**src/rtl/mac_accumulate.sv**
```systemverilog
// Pipelined signed multiply-accumulate: one product per accepted beat, up to MAX_TERMS terms per result.
// Optional build macro MAC_SATURATE_EN: clamp instead of wrap when the accumulator overflows.
module mac_accumulate #(
  parameter int IL        = 4,
  parameter int FL        = 16,
  parameter int MAX_TERMS = 16,
  localparam int W        = IL + FL,
  localparam int AW       = 4 + 2 * W
) (
  input  logic          clk,
  input  logic          reset,
  input  logic          in_valid,
  output logic          in_ready,
  input  logic [W-1:0]  a,
  input  logic [W-1:0]  b,
  input  logic          in_last,
  output logic          out_valid,
  input  logic          out_ready,
  output logic [AW-1:0] acc_out,
  output logic          overflow
);

  localparam int CW = $clog2(MAX_TERMS + 1);

  typedef enum logic [1:0] {
    S_ACC   = 2'd0,
    S_FLUSH = 2'd1,
    S_OUT   = 2'd2
  } state_t;

  state_t                state_q;
  logic [CW-1:0]         cnt_q;
  logic signed [2*W-1:0] prod_q;
  logic                  p_valid_q;
  logic                  p_first_q;
  logic [AW-1:0]         acc_q;
  logic [AW-1:0]         acc_d;
  logic                  ovf_q;
  logic                  ovf_d;
  logic [AW-1:0]         acc_out_q;
  logic                  in_ready_q;
  logic                  out_valid_q;

  logic                  accept_s;
  logic                  last_s;
  logic                  handshake_s;
  logic signed [2*W-1:0] prod_s;
  logic [AW-1:0]         prod_ext_s;
  logic [AW:0]           sum_s;
  logic                  add_ovf_s;

`ifdef MAC_SATURATE_EN
  localparam logic [AW-1:0] SAT_MAX = {1'b0, {(AW-1){1'b1}}};
  localparam logic [AW-1:0] SAT_MIN = {1'b1, {(AW-1){1'b0}}};
  logic clamp_q;
  logic clamp_d;
`endif

  assign accept_s    = in_valid && in_ready_q;
  assign last_s      = in_last || (cnt_q == CW'(MAX_TERMS - 1));
  assign handshake_s = out_valid_q && out_ready;
  assign prod_s      = $signed({{W{a[W-1]}}, a}) * $signed({{W{b[W-1]}}, b});
  assign prod_ext_s  = {{(AW-2*W){prod_q[2*W-1]}}, prod_q};
  // One extra bit exposes signed overflow as a mismatch of the top two sum bits.
  assign sum_s       = {acc_q[AW-1], acc_q} + {prod_ext_s[AW-1], prod_ext_s};
  assign add_ovf_s   = sum_s[AW] ^ sum_s[AW-1];

  assign in_ready  = in_ready_q;
  assign out_valid = out_valid_q;
  assign acc_out   = acc_out_q;
  assign overflow  = ovf_q;

  // Accumulator next state: first product of a result replaces the running sum.
  always_comb begin
    acc_d = acc_q;
    ovf_d = ovf_q;
`ifdef MAC_SATURATE_EN
    clamp_d = clamp_q;
`endif
    if (handshake_s) begin
      ovf_d = 1'b0;
    end else if (p_valid_q) begin
      if (p_first_q) begin
        acc_d = prod_ext_s;
`ifdef MAC_SATURATE_EN
        clamp_d = 1'b0;
`endif
      end else begin
`ifdef MAC_SATURATE_EN
        if (clamp_q) begin
          acc_d = acc_q;
        end else if (add_ovf_s) begin
          acc_d   = sum_s[AW] ? SAT_MIN : SAT_MAX;
          clamp_d = 1'b1;
          ovf_d   = 1'b1;
        end else begin
          acc_d = sum_s[AW-1:0];
        end
`else
        acc_d = sum_s[AW-1:0];
        if (add_ovf_s) begin
          ovf_d = 1'b1;
        end else begin
          ovf_d = ovf_q;
        end
`endif
      end
    end else begin
      acc_d = acc_q;
    end
  end

  // Control FSM, product stage and all registered outputs.
  always_ff @(posedge clk or negedge reset) begin
    if (!reset) begin
      state_q     <= S_ACC;
      cnt_q       <= '0;
      prod_q      <= '0;
      p_valid_q   <= 1'b0;
      p_first_q   <= 1'b0;
      acc_q       <= '0;
      ovf_q       <= 1'b0;
      acc_out_q   <= '0;
      in_ready_q  <= 1'b1;
      out_valid_q <= 1'b0;
`ifdef MAC_SATURATE_EN
      clamp_q     <= 1'b0;
`endif
    end else begin
      p_valid_q <= accept_s;
      if (accept_s) begin
        prod_q    <= prod_s;
        p_first_q <= (cnt_q == CW'(0));
      end
      acc_q <= acc_d;
      ovf_q <= ovf_d;
`ifdef MAC_SATURATE_EN
      clamp_q <= clamp_d;
`endif
      case (state_q)
        S_ACC: begin
          if (accept_s) begin
            cnt_q <= cnt_q + CW'(1);
            if (last_s) begin
              state_q    <= S_FLUSH;
              in_ready_q <= 1'b0;
            end
          end
        end
        S_FLUSH: begin
          if (p_valid_q) begin
            state_q     <= S_OUT;
            out_valid_q <= 1'b1;
            acc_out_q   <= acc_d;
          end
        end
        S_OUT: begin
          if (out_ready) begin
            state_q     <= S_ACC;
            out_valid_q <= 1'b0;
            in_ready_q  <= 1'b1;
            cnt_q       <= '0;
          end
        end
        default: begin
          state_q     <= S_ACC;
          out_valid_q <= 1'b0;
          in_ready_q  <= 1'b1;
          cnt_q       <= '0;
        end
      endcase
    end
  end

endmodule

```
**config.mk**
```make
export PLATFORM = sky130hd
export DESIGN_NAME = mac_accumulate
export DESIGN_NICKNAME = d
export VERILOG_FILES = /design/src/rtl/mac_accumulate.sv
export SDC_FILE = /design/constraint.sdc
export NUM_CORES = 1
export LEC_CHECK = 0
export CAP_MARGIN = 20
export CORE_MARGIN = 4
export CORE_UTILIZATION = 45
export CTS_CLUSTER_SIZE = 8
export DETAILED_ROUTE_END_ITERATION = 7
export GPL_TIMING_DRIVEN = 0
export PLACE_DENSITY = 0.66
export SYNTH_ARGS = -nofsm -noshare
export SYNTH_HDL_FRONTEND = slang
export SYNTH_SLANG_ARGS = --single-unit
```
**constraint.sdc**
```tcl
create_clock -name clk -period 3.8 [get_ports clk]
set_input_delay 0.38 -clock clk [delete_from_list [all_inputs] [get_ports clk]]
set_output_delay 0.38 -clock clk [all_outputs]
set_load 0.02 [all_outputs]
```
; Yosys cells after proc, flatten, opt, wreduce, memory -nomap -nowiden
; Cells that the tools add are included.
[word_totals]
elab_cells = 59
output_inout_bits = 47
inputBits = 45
regBits = 140
[op_classes]
addsub = 2
multipliers = 1
n_eq_ne = 8
n_reduce_logical = 13
bitwise = 3
muxes = 22
[ops]
columns = cell, n
row1 = 2-to-1 mux 44 bit, 3
row2 = adder 44 x 40 -> 45 bit, 1
row3 = multiplier 20 x 20 -> 40 bit, 1
row4 = case mux 5 bit (3 select lines), 1
row5 = 2-to-1 mux 5 bit, 2
row6 = 2-to-1 mux 1 bit, 9
row7 = AND reduction 3 bit, 3
row8 = 2-to-1 mux 2 bit, 4
row9 = != test 2 bit (second input constant), 4
row10 = AND reduction 4 bit, 2
row11 = case mux 1 bit (3 select lines), 2
row12 = case mux 2 bit (3 select lines), 1
row13 = adder 5 x 1 -> 5 bit (second input constant), 1
row14 = equality test 5 x 4 -> 1 bit (second input constant), 1
row15 = zero test 5 bit, 1
row16 = nonzero test 2 bit, 2
row17 = equality test 2 x 1 -> 1 bit (second input constant), 1
row18 = equality test 2 bit (second input constant), 1
row19 = logical AND 1 bit, 2
row20 = zero test 2 bit, 1
row21 = != test 2 x 1 -> 1 bit (second input constant), 1
row22 = NOT 1 bit, 2
row23 = AND reduction 2 bit, 1
row24 = logical OR 1 bit, 1
row25 = bitwise XOR 1 bit, 1

; Logic depth before layout (Yosys ltp)
; Gate-level depths: netlist (run 1).
[depth]
ltp_word = 6
depth_mapped = 26
depth_no_buf = 25

; Worst setup path after synthesis (run 1)
; Ideal clock, no wire load.
[synth_path]
path_kind = input-to-reg
start = in a[19]
end = reg prod_q[39]
n_path_buf = 1
path_slack_ps = -3151
t_required_ps = 3731
cell_stages = 23
t_arrival_ps = 6882
cell_sequence = clkbuf_1 nand2_1 inv_1 fa_1 fa_1 fa_1 inv_1 fa_1 inv_1 fa_1 fa_1 inv_1 fa_1 inv_1 ha_1 a21boi_1 a211o_1 a31o_1 a21oi_1 a211o_1 a31oi_1 or4_1 nand3_1
[synth_via]
elab_chain_len = 1
[synth_rtl]
columns = item, line
row1 = start: declaration, 14  ; input logic [W-1:0] a,
row2 = multiplier 20 x 20 -> 40 bit, 62  ; assign prod_s = $signed({{W{a[W-1]}}, a}) * $signed({{W{b[W-1]}}, b});
row3 = end signal: assignment, 132  ; prod_q <= prod_s;
row4 = end: declaration, 33  ; logic signed [2*W-1:0] prod_q;
; Every way passes these cells.
; A chain may end at the register's enable or synchronous reset.

; Final worst setup path (run 1)
[layout_path]
start = in a[6]
end = reg prod_q[37]
; Same word-level chain as after synthesis.

==> summary.md, run 1 <==
| Metric | Value |
|---|---|
| Worst Path Required | roughly 4000 ps |
| Clock transition at path regs | approximately 60 ps |
| Clock latency on the worst-skew pair | 450 ps |
| Initial antenna violation count | 0 |
| Detailed-route DRC error count | 0 |
| Layout area overhead | 19.5% |
| Worst slack at placement | -3970 ps |
| Critical path class | primary input to register |
| Post-route setup slack | -2270 ps |
| GR Overflow Total | 0 |
| Die Ht | roughly 240 um |
| Share of cells above drive strength 1 | 0.162 |
| Final WL | between 60 and 70 mm |
| Gp weighted congestion | approximately 0.95 |
| Pin count of the biggest net entering global routing | 80 |
| Initial Util | 0.456 |
| # fillers | approximately 4600 |
| DP HPWL | between 50 and 60 mm |
| Synth Cell Area | 0.0234 sq mm |
| First-pass GRT wire length | 110 mm |
| EDFF count, synth | 0 |
| Die width | 236 um |
| Final Util | 0.545 |
| Drt wl/cell | around 20 um |
| Crit. End Element | register |
| CTS tree | done |
| Total number of vias | approximately 19000 |
| Final Hold Vio Count | 22 |
| Max-cap violations | 0 |
| Synth Flop Type | dfrtp_1 |
| Tot GR Track Use | 0.248 |
| WP buf/inv | 7 |
| Crit path max fanout | 10 |
| Ant diodes | 0 |
| Max-slew violation count | 0 |
| Critical-path top delay cell | fa_1 |
| Antenna-violating nets left | 0 |
| Worst path most repeated cell | fa_1 |
| Worst path top cell family by delay | adder cells |
| Failing checks | negative hold slack, negative setup slack |
| Outcome | complete, but fails checks |
| Clock Sink Count | 140 |
| Ys async rst share | 1.00 |
| Final period utilization | 1.60 |
| Num CTS Buffers | 17 |
| 1st-iter DRT viols | between 1000 and 1500 |
| Core area | 0.0514 sq mm |
| Startpoint Class | primary input |
| Net count after synthesis | about 3200 |
| Relative slew slack | 0.294 |
| Post-Syn Instances | 2579 |
| Clk buf depth | 2 |
| Syn. warnings | 0 |
| Mean Syn Cell Area | slightly above 9 sq um |
| # setup viols final | 33 |
| Root buffer cell | clkbuf_16 |
| Critical path arrival | roughly 6400 ps |
| Library cells used by synthesis | 70 |
| Worst Clk Skew | ~11 ps |
| Sequential fraction of the synthesis area | 0.150 |
| Placed insts | ~3300 |
| Seq. cell area | approximately 0.0035 sq mm |
| Min cycle time layout | just over 6000 ps |
| Fmax | around 160 MHz |
| RSZ-0062 raised after global routing | true |
| DR pass1 iterations | 5 |
| Area of the multi-input gates | 0.0189 sq mm |
| Worst slew pin tran | 1050 ps |
| Row cnt | 83 |
| Die area | about 0.056 sq mm |
| Non-Filler Instances | between 3000 and 4000 |
| Layout Nets | approximately 3400 |
| Worst hold slack | -46.4 ps |
| Vias in the first global route | approximately 20000 |
| H-Tree Depth | 4 |
| Critical-path cell list | clkbuf_8, and2_4, fa_1, inv_1, fa_1, fa_1, fa_1, inv_2, fa_1, fa_1, inv_2, fa_1, inv_2, ha_4, and3_4, buf_6, nand3_4, o21ai_4, a21oi_2, a211o_1, buf_4, a31oi_4, mux2i_1, o311ai_1 |
| Worst path max stage delay | 550 ps |
| Min-Delay Path Class | primary input to asynchronous set/reset pin |
| I/O Buffers | between 50 and 60 |
| Yosys reg bits | 140 |
| Hold buffers post-CTS | 0 |
| Top Ports | 92 |
| Vias per cell | around 5.4 |
[final cells by class]
class,count,area share
buffer,122,0.0426
clock inverter,10,0.00581
timing repair buffer,133,0.0437
clock buffer,22,0.0169
inverter,446,0.0601
sequential,140,0.125
multi-input combinational,1870,0.675
tap,680,0.0304
[registers in the layout, summed over array words and instances (netlist names)]
register and cells:
state_q 2, p_valid_q 1, acc_q 44, out_valid 1, prod_q 40, overflow 1, cnt_q 5, in_ready 1
p_first_q 1, acc_out 44
[worst paths after layout]
check,start,end,slack [ps],cells after the start
max reg2reg,prod_q[0],overflow,200,12
min,reset,acc_out[5],-50,1
min in group clk,a[0],prod_q[0],340,3
min reg2reg,acc_out[8],acc_out[8],480,2
max in group asynchronous,reset,acc_out[39],3090,2
max,a[6],prod_q[37],-2270,24
[synthesized netlist by cell type (all sizes together), types with 27 or more instances]
cell type  instances  area share
inv              446       0.071
dfrtp            139        0.15
nor2              96       0.015
mux2              27       0.013
nand2            326       0.052
o21ai            106       0.023
a21oi             93       0.020
ha               154       0.082
xnor2             34       0.013
a21o              29      0.0093
and2             225       0.060
clkbuf           116       0.019
fa               421        0.36
[metal layers]
layer  wire (um)  global-route usage  up-vias
li1            -                   -     8464
met1       29100               0.331     9416
met2       33000               0.422      635
met3        4210              0.0309      125
met4        2380              0.0814        0
met5           0                   0        -
[layout by cell type, fill, tap and decap left out, drive strengths merged, types with 5 or more instances in the layout]
master and count:
inv 446, fa 421, nand2 326, and2 225
ha 154, dfrtp 139, clkbuf 127, o21ai 106
buf 100, nor2 96, a21oi 93, clkdlybuf4s50 50
xnor2 34, a21o 29, mux2 27, nor3 25
xor2 25, a31oi 23, and3 21, o21a 20
nand3 20, nor2b 18, a211oi 18, nand2b 15
o31ai 15, nand4 14, mux2i 14, o211ai 13
o21bai 10, or3 8, a22oi 7, a21boi 7
nor4 6, o22ai 6, a31o 6, nand3b 5
a311o 5
[cells by family after synthesis]
family,count (synthesis),share of synthesized area
AOI/OAI and AO/OA,399,0.110
and+or+nand+nor,796,0.166
muxes,41,0.0190
adders and majority gates,575,0.442
xor gates and xnor gates,59,0.0221
buffers and inverters,569,0.0911
DFF,140,0.150
[per-stage QoR]
step | hold WS, ps | cell area, sq um | setup TNS [ps]
floorplan | 84.4 | 24100 | -60620
global placement | 466 | 25400 | -544650
detailed placement | 469 | 25500 | -95300
CTS | 1.72 | 27600 | -56710
global route | 12.6 | 28000 | -63840
finish | -46.4 | 28000 | -57960
[worst register-to-register path, cell delays in order, from the launching register on]
cell and delay (ps):
dfrtp_1 380, ha_1 210, inv_1 60, fa_1 390, nor2b_1 280, o31ai_1 160, a211oi_1 440, o31a_1 340
o211ai_2 210, a21boi_1 250, o31ai_1 150, a32o_1 240, or3b_1 370
[what timing repair did]
item	in CTS	in global routing
setup buffers	62	18
cloned	0	0
pin swaps	85	39
resized for setup	264	81
endpoints found under the hold margin	0	0
endpoints found under the setup margin	35	35
Power of run 1 is left out: the tool's default activity adds up to more than one toggle a clock period on the data nets, which glitch-free logic cannot reach.
==> run 2: changes to the inputs <==
--- a/config.mk
+++ b/config.mk
@@ -5,6 +5,7 @@
 export SDC_FILE = /design/constraint.sdc
 export NUM_CORES = 1
 export LEC_CHECK = 0
+export ABC_AREA = 1
 export CAP_MARGIN = 20
 export CORE_MARGIN = 4
 export CORE_UTILIZATION = 45
==> summary.md, run 2 <==
| Metric | Value |
|---|---|
| Outcome | complete, but fails checks (unchanged) |
| Failing checks | negative setup slack (was negative hold slack, negative setup slack) |
| Tot GR Track Use | 0.276 (was 0.248) |
| 1st-iter DRT viols | 1698 (was 1013) |
| Share of cells above drive strength 1 | 0.207 (was 0.162) |
| H-Tree Depth | 4 (unchanged) |
| Clock Sink Count | 140 (unchanged) |
| CTS tree | done (unchanged) |
| Leading area contributor after synthesis | fa_1 (unchanged) |
| Worst r2r src | prod_q[0] (unchanged) |
| Gp weighted congestion | 0.974 (was 0.954) |
| Critical-path cell list | clkbuf_16, nand2_4, inv_2, fa_2, fa_2, fa_2, buf_6, fa_1, fa_1, inv_1, fa_1, fa_1, inv_2, ha_4, nand2_4, nor2_4, inv_2, nor2_4, and3_4, nand4_1, nand4_1, a31oi_1 (was clkbuf_8, and2_4, fa_1, inv_1, fa_1, fa_1, fa_1, inv_2, fa_1, fa_1, inv_2, fa_1, inv_2, ha_4, and3_4, buf_6, nand3_4, o21ai_4, a21oi_2, a211o_1, buf_4, a31oi_4, mux2i_1, o311ai_1) |
| Synth Cell Area | 0.0257 sq mm (was 0.0234 sq mm) |
| GR Overflow Total | 0 (unchanged) |
| Clk buf depth | 2 (unchanged) |
| RSZ-0062 raised after global routing | true (unchanged) |
| Vias in the first global route | 24100 (was 20000) |
| # setup viols final | 34 (was 33) |
| Met3 WL | 4.83 mm (was 4.21 mm) |
| Top cells by count, synth | nand2_1 (1143), inv_1 (937), fa_1 (421) (was inv_1 (446), fa_1 (421), nand2_1 (326)) |
| Layout area overhead | 26.6% (was 19.5%) |
| Min cycle time layout | 5760 ps (was 6070 ps) |
| M1 wire length | 34.2 mm (was 29.1 mm) |
| Critical path class | primary input to register (unchanged) |
| Root buffer cell | clkbuf_16 (unchanged) |
| Final WL | 84.6 mm (was 68.7 mm) |
| # fillers | 5095 (was 4565) |
| DR pass1 iterations | 6 (was 5) |
| Final Hold Vio Count | 0 (was 22) |
| Clock transition at path regs | 60 ps (about the same) |
| Crit. Startpoint | a[19] (was a[6]) |
| Ys async rst share | 1.00 (unchanged) |
| Hold path cells | 3 |
| Sequential fraction of the synthesis area | 0.136 (was 0.150) |
| Layout Nets | 4455 (was 3350) |
| Antenna-violating nets left | 0 (unchanged) |
| Syn. warnings | 0 (unchanged) |
| Top Ports | 92 (unchanged) |
| Area of the multi-input gates | 0.0205 sq mm (was 0.0189 sq mm) |
| Hold worst-path end | prod_q[0] |
| Die area | 0.0610 sq mm (was 0.0558 sq mm) |
| Vias per cell | 5.07 (was 5.45) |
| Seq. cell area | 0.00350 sq mm (unchanged) |
| Critical-path top delay cell | fa_2 (was fa_1) |
| Critical path arrival | 6060 ps (was 6380 ps) |
| Uppermost layer routed | met5 (was met4) |
| Fmax | 174 MHz (was 165 MHz) |
| Yosys reg bits | 140 (unchanged) |
| Synth Flop Type | dfrtp_1 (unchanged) |
| Worst slew pin tran | 867 ps (was 1050 ps) |
| Initial Util | 0.455 (was 0.456) |
| Setup TNS | -53260 ps (was -57960 ps) |
| Top-count cell post-synth | nand2_1 (was inv_1) |
| Min-Delay Path Class | primary input to register (was primary input to asynchronous set/reset pin) |
| Most common cell after layout, fill and taps aside | nand2_1 (was inv_1) |
| Row cnt | 87 (was 83) |
| Worst hold slack | 272 ps (was -46.4 ps) |
| Clock latency on the worst-skew pair | 460 ps (was 450 ps) |
| Startpoint Class | primary input (unchanged) |
| Reg2reg setup slack | 850 ps (was 200 ps) |
| Met2 wire length | 41.7 mm (was 33.0 mm) |
| Crit path max fanout | 5 (was 10) |
| Placed insts | 4411 (was 3313) |
| Detailed-route DRC error count | 0 (unchanged) |
| Die Ht | 247 um (was 236 um) |
| Library cells used by synthesis | 41 (was 70) |
| Ant diodes | 0 (unchanged) |
| Area share of the largest cell type after synthesis | 0.328 (was 0.360) |
| EDFF count, synth | 0 (unchanged) |
| Reg-to-Reg End | acc_out[30] (was overflow) |
| Worst path max stage delay | 610 ps (was 550 ps) |
| Worst Path Required | 4100 ps (was 4110 ps) |
| Pin count of the biggest net entering global routing | 80 (unchanged) |
| Die width | 247 um (was 236 um) |
| Max-cap violations | 0 (unchanged) |
| Net count after synthesis | 4221 (was 3199) |
| Crit. End Element | register (unchanged) |
| Num CTS Buffers | 17 (unchanged) |
| Total number of vias | 23300 (was 18600) |
| Commonest cells after routing, fill and taps aside | nand2_1 (1050), inv_1 (824), fa_1 (374) (was inv_1 (416), fa_1 (391), nand2_1 (310)) |
| Reg2Reg Depth | 17 (was 12) |
| DP HPWL | 67.8 mm (was 55.9 mm) |
| Relative slew slack | 0.422 (was 0.294) |
| Drt wl/cell | 18.4 um (was 20.1 um) |
| Mean Syn Cell Area | 7.13 sq um (was 9.09 sq um) |
| Non-Filler Instances | 4604 (was 3423) |
| Min-delay src | a[0] |
| I/O Buffers | 52 (unchanged) |
| Max-slew violation count | 0 (unchanged) |
| Post-route setup slack | -1960 ps (was -2270 ps) |
| Initial antenna violation count | 1 (was 0) |
| Worst Clk Skew | 19.5 ps (was 11.0 ps) |
| Worst path most repeated cell | fa_1 (unchanged) |
| Worst slack at placement | -3080 ps (was -3970 ps) |
| First-pass GRT wire length | 131 mm (was 110 mm) |
| Top cells by area, synth | fa_1 (33%), nand2_1 (17%), inv_1 (14%), dfrtp_1 (14%), ha_1 (7.5%) (was fa_1 (36%), dfrtp_1 (15%), ha_1 (8.2%), inv_1 (7.1%), and2_1 (6.0%)) |
| Core area | 0.0565 sq mm (was 0.0514 sq mm) |
| Post-Syn Instances | 3601 (was 2579) |
| Final period utilization | 1.52 (was 1.60) |
## run 2: changes by cell type after synthesis, sizes merged, moves of 23 or more
cell	delta
nand2	+826
inv	+495
and2	-225
nor2	+133
nand3	+107
mux2	-27
a21o	-23
## run 2: final cells by class
type | instances | share of cell area
Buffer | 113 | 0.0405
Timing Repair Buffer | 215 | 0.0628
Clock inverter | 14 | 0.00458
Sequential cell | 140 | 0.108
Inverter | 941 | 0.110
Clock buffer | 18 | 0.0135
Multi-Input combinational cell | 2407 | 0.632
Tap cell | 756 | 0.0291
## run 2: worst max-delay path by stage
stage | end | depth (start not counted)
global route | prod_q[37] | 23
detailed placement | prod_q[39] | 27
global placement | cnt_q[2] | 1
finish | prod_q[37] | 22
floorplan | prod_q[39] | 27
CTS | prod_q[39] | 23
## run 2: logic make-up after synthesis
kind of cell	count (synthesis)	synth area share
DFF	140	0.136
AOI/OAI and AO/OA	220	0.0476
buffers and inverters	1054	0.154
and+or+nand+nor	1572	0.245
xor gates and xnor gates	40	0.0136
adders and majority gates	575	0.403
## run 2: stage by stage
stage	area [sq um]	util
3_5_place_dp	28100	0.497
5_1_grt	32500	0.575
4_1_cts	31100	0.550
2_1_floorplan	26600	-
6_report	32500	0.575
3_3_place_gp	28000	0.496
## run 2: timing repair
| item | CTS | global route |
|---|---|---|
| cloned | 1 | 1 |
| setup endpoints to repair | 34 | 35 |
| setup buffers | 93 | 70 |
| resized for setup | 429 | 282 |
| hold buffers | 1 | 0 |
| hold endpoints to repair | 60 | 0 |
| pin swaps | 164 | 199 |
## run 2: critical path, delay by kind of cell
kind / cells / cell delay [ps]
adders and majority gates: 8 / 4020
buffers and inverters: 6 / 490
AOI/OAI and AO/OA: 1 / 90
and+or+nand+nor: 7 / 1070
## run 2: routing by layer
metal,track usage,up-vias
li1,-,10900
met1,0.347,11400
met2,0.485,813
met3,0.0327,208
met4,0.114,2
met5,0,-
Power of run 2 is left out for the same reason.
==> run 3: changes to the inputs <==
--- a/config.mk
+++ b/config.mk
@@ -13,6 +13,7 @@
 export DETAILED_ROUTE_END_ITERATION = 7
 export GPL_TIMING_DRIVEN = 0
 export PLACE_DENSITY = 0.66
+export RECOVER_POWER = 100
 export SYNTH_ARGS = -nofsm -noshare
 export SYNTH_HDL_FRONTEND = slang
 export SYNTH_SLANG_ARGS = --single-unit
==> constraint.sdc (replaced) <==
create_clock -name clk -period 6.8 [get_ports clk]
set_input_delay 0.68 -clock clk [delete_from_list [all_inputs] [get_ports clk]]
set_output_delay 0.68 -clock clk [all_outputs]
set_load 0.02 [all_outputs]
==> summary.md, run 3 (synthesis results as in run 2) <==
| Metric | Value |
|---|---|
| Relative slew slack | -1.50 (was 0.422) |
| # setup viols final | 0 (was 34) |
| Post-route setup slack | 134 ps (was -1960 ps) |
| GR Overflow Total | 0 (unchanged) |
| Detailed-route DRC error count | 0 (unchanged) |
| Fmax | roughly 150 MHz |
| Worst Clk Skew | 16.8 ps (was 19.5 ps) |
| # fillers | 5751 (was 5095) |
| DR pass1 iterations | 5 (was 6) |
| Tot GR Track Use | 0.267 (was 0.276) |
| Drt wl/cell | 17.8 um (was 18.4 um) |
| Share of cells above drive strength 1 | 0.0287 (was 0.207) |
| Num CTS Buffers | 17 (unchanged) |
| Min cycle time layout | between 6000 and 7000 ps |
| Pin count of the biggest net entering global routing | 73 (was 80) |
| Critical-path top delay cell | fa_1 (was fa_2) |
| Max-slew violation count | 143 (was 0) |
| WP buf/inv | 10 (was 6) |
| Crit path max fanout | 10 (was 5) |
| Gp weighted congestion | 0.977 (was 0.974) |
| Clk buf depth | 2 (unchanged) |
| Die Ht | 247 um (unchanged) |
| Hold buffers post-CTS | 0 (was 1) |
| Max-cap violations | 2 (was 0) |
| Worst path top cell family by delay | adder cells (unchanged) |
| Commonest cells after routing, fill and taps aside | nand2_1 (1145), inv_1 (939), fa_1 (419) (was nand2_1 (1050), inv_1 (824), fa_1 (374)) |
| Clock transition at path regs | 70 ps (was 60 ps) |
| Layout Nets | 4296 (was 4455) |
| Startpoint Class | primary input (unchanged) |
| Layout area overhead | 8.38% (was 26.6%) |
| Crit. End Element | register (unchanged) |
| Vias per cell | 4.96 (was 5.07) |
| Worst slack at placement | -956 ps (was -3080 ps) |
| Worst path most repeated cell | inv_1 (was fa_1) |
| Outcome | complete, but fails checks (unchanged) |
| Total number of vias | 22100 (was 23300) |
| Die area | 0.0610 sq mm (unchanged) |
| Worst path max stage delay | 510 ps (was 610 ps) |
| Seq. cell area | 0.00350 sq mm (unchanged) |
| Die width | 247 um (unchanged) |
| 1st-iter DRT viols | 1372 (was 1698) |
| Placed insts | 4410 (was 4411) |
| I/O Buffers | 52 (unchanged) |
| Setup TNS | 0 ps (was -53260 ps) |
| Vias in the first global route | 23100 (was 24100) |
| Critical path class | primary input to register (unchanged) |
| Initial Util | 0.455 (unchanged) |
| Row cnt | 87 (unchanged) |
| Antenna-violating nets left | 0 (unchanged) |
| CTS tree | done (unchanged) |
| Final WL | 78.9 mm (was 84.6 mm) |
| Initial antenna violation count | 0 (was 1) |
| Ant diodes | 0 (unchanged) |
| DP HPWL | 67.5 mm (was 67.8 mm) |
| Area of the multi-input gates | 0.0182 sq mm (was 0.0205 sq mm) |
| Final Hold Vio Count | 0 (unchanged) |
| First-pass GRT wire length | 126 mm (was 131 mm) |
| Non-Filler Instances | 4445 (was 4604) |
| Most common cell after layout, fill and taps aside | nand2_1 (unchanged) |
| Worst Path Required | 7180 ps (was 4100 ps) |
| Final period utilization | 0.980 |
| Root buffer cell | clkbuf_16 (unchanged) |
| H-Tree Depth | 4 (unchanged) |
| Core area | 0.0565 sq mm (unchanged) |
| Top Ports | 92 (unchanged) |
| Min-Delay Path Class | register to register (was primary input to register) |
| Worst hold slack | 471 ps (was 272 ps) |
| Critical path arrival | 7050 ps (was 6060 ps) |
| Clock Sink Count | 140 (unchanged) |
| Failing checks | max-capacitance violations, max-slew violations (was negative setup slack) |
| Worst slew pin tran | 3750 ps (was 867 ps) |
| Clock latency on the worst-skew pair | 450 ps (was 460 ps) |
==> run 3: cell count changes in the layout (fill, tap and decap cells not counted), sizes merged <==
| cell | before | now |
|---|---|---|
| clkinvlp | 2 | 3 |
| buf | 189 | 10 |
| inv | 949 | 946 |
| clkbuf | 106 | 126 |
| clkdlybuf4s50 | 50 | 2 |
| dlygate4sd3 | 1 | 49 |
| bufinv | 1 | 3 |
==> run 3: worst paths after layout <==
kind,depth (start not counted),to,startpoint,slack (ps)
worst max-delay path,27,prod_q[39],b[19],130
worst min-delay path,2,acc_out[39],acc_out[39],470
worst max register to register,17,acc_out[24],prod_q[0],3660
worst min register to register,2,acc_out[39],acc_out[39],470
max in group asynchronous,2,acc_q[35],reset,1980
min in group asynchronous,1,acc_out[9],reset,1530
==> run 3: worst register-to-register path: cells and delay by family, from the launching register on <==
kind,cells,cell delay [ps]
buffers and inverters,2,280
adders and majority gates,2,640
and+or+nand+nor,13,1640
DFF,1,450
==> run 3: layout make-up <==
cell class / count / share of cell area
Clock buffer: 18 / 0.0154
Timing Repair Buffer: 56 / 0.0199
Multi-Input combinational cell: 2407 / 0.654
Sequential cell: 140 / 0.126
Tap cell: 756 / 0.0340
Buffer: 113 / 0.0169
Inverter: 941 / 0.127
Clock inverter: 14 / 0.00665
==> run 3: stage by stage <==
step,instance area (sq um),util
3_3_place_gp,27100,0.481
6_report,27800,0.493
3_5_place_dp,27200,0.481
2_1_floorplan,25700,-
5_1_grt,27800,0.493
4_1_cts,27800,0.492
==> run 3: metal layers <==
metal  vias up  global-route usage  part of all wire
met2       630               0.469              0.49
met4         0               0.103             0.043
met1     10700               0.337              0.41
met5         -                   0                 0
met3       170              0.0342             0.057
li1      10600                   -                 -
==> run 3: timing repair <==
action                                 CTS  global route
buffers inserted                         0             3
setup endpoints to repair               10            20
gates resized for setup                  9            54
endpoints found under the hold margin    0             0
pin swaps                                0             1
Power of run 3 is left out for the same reason.
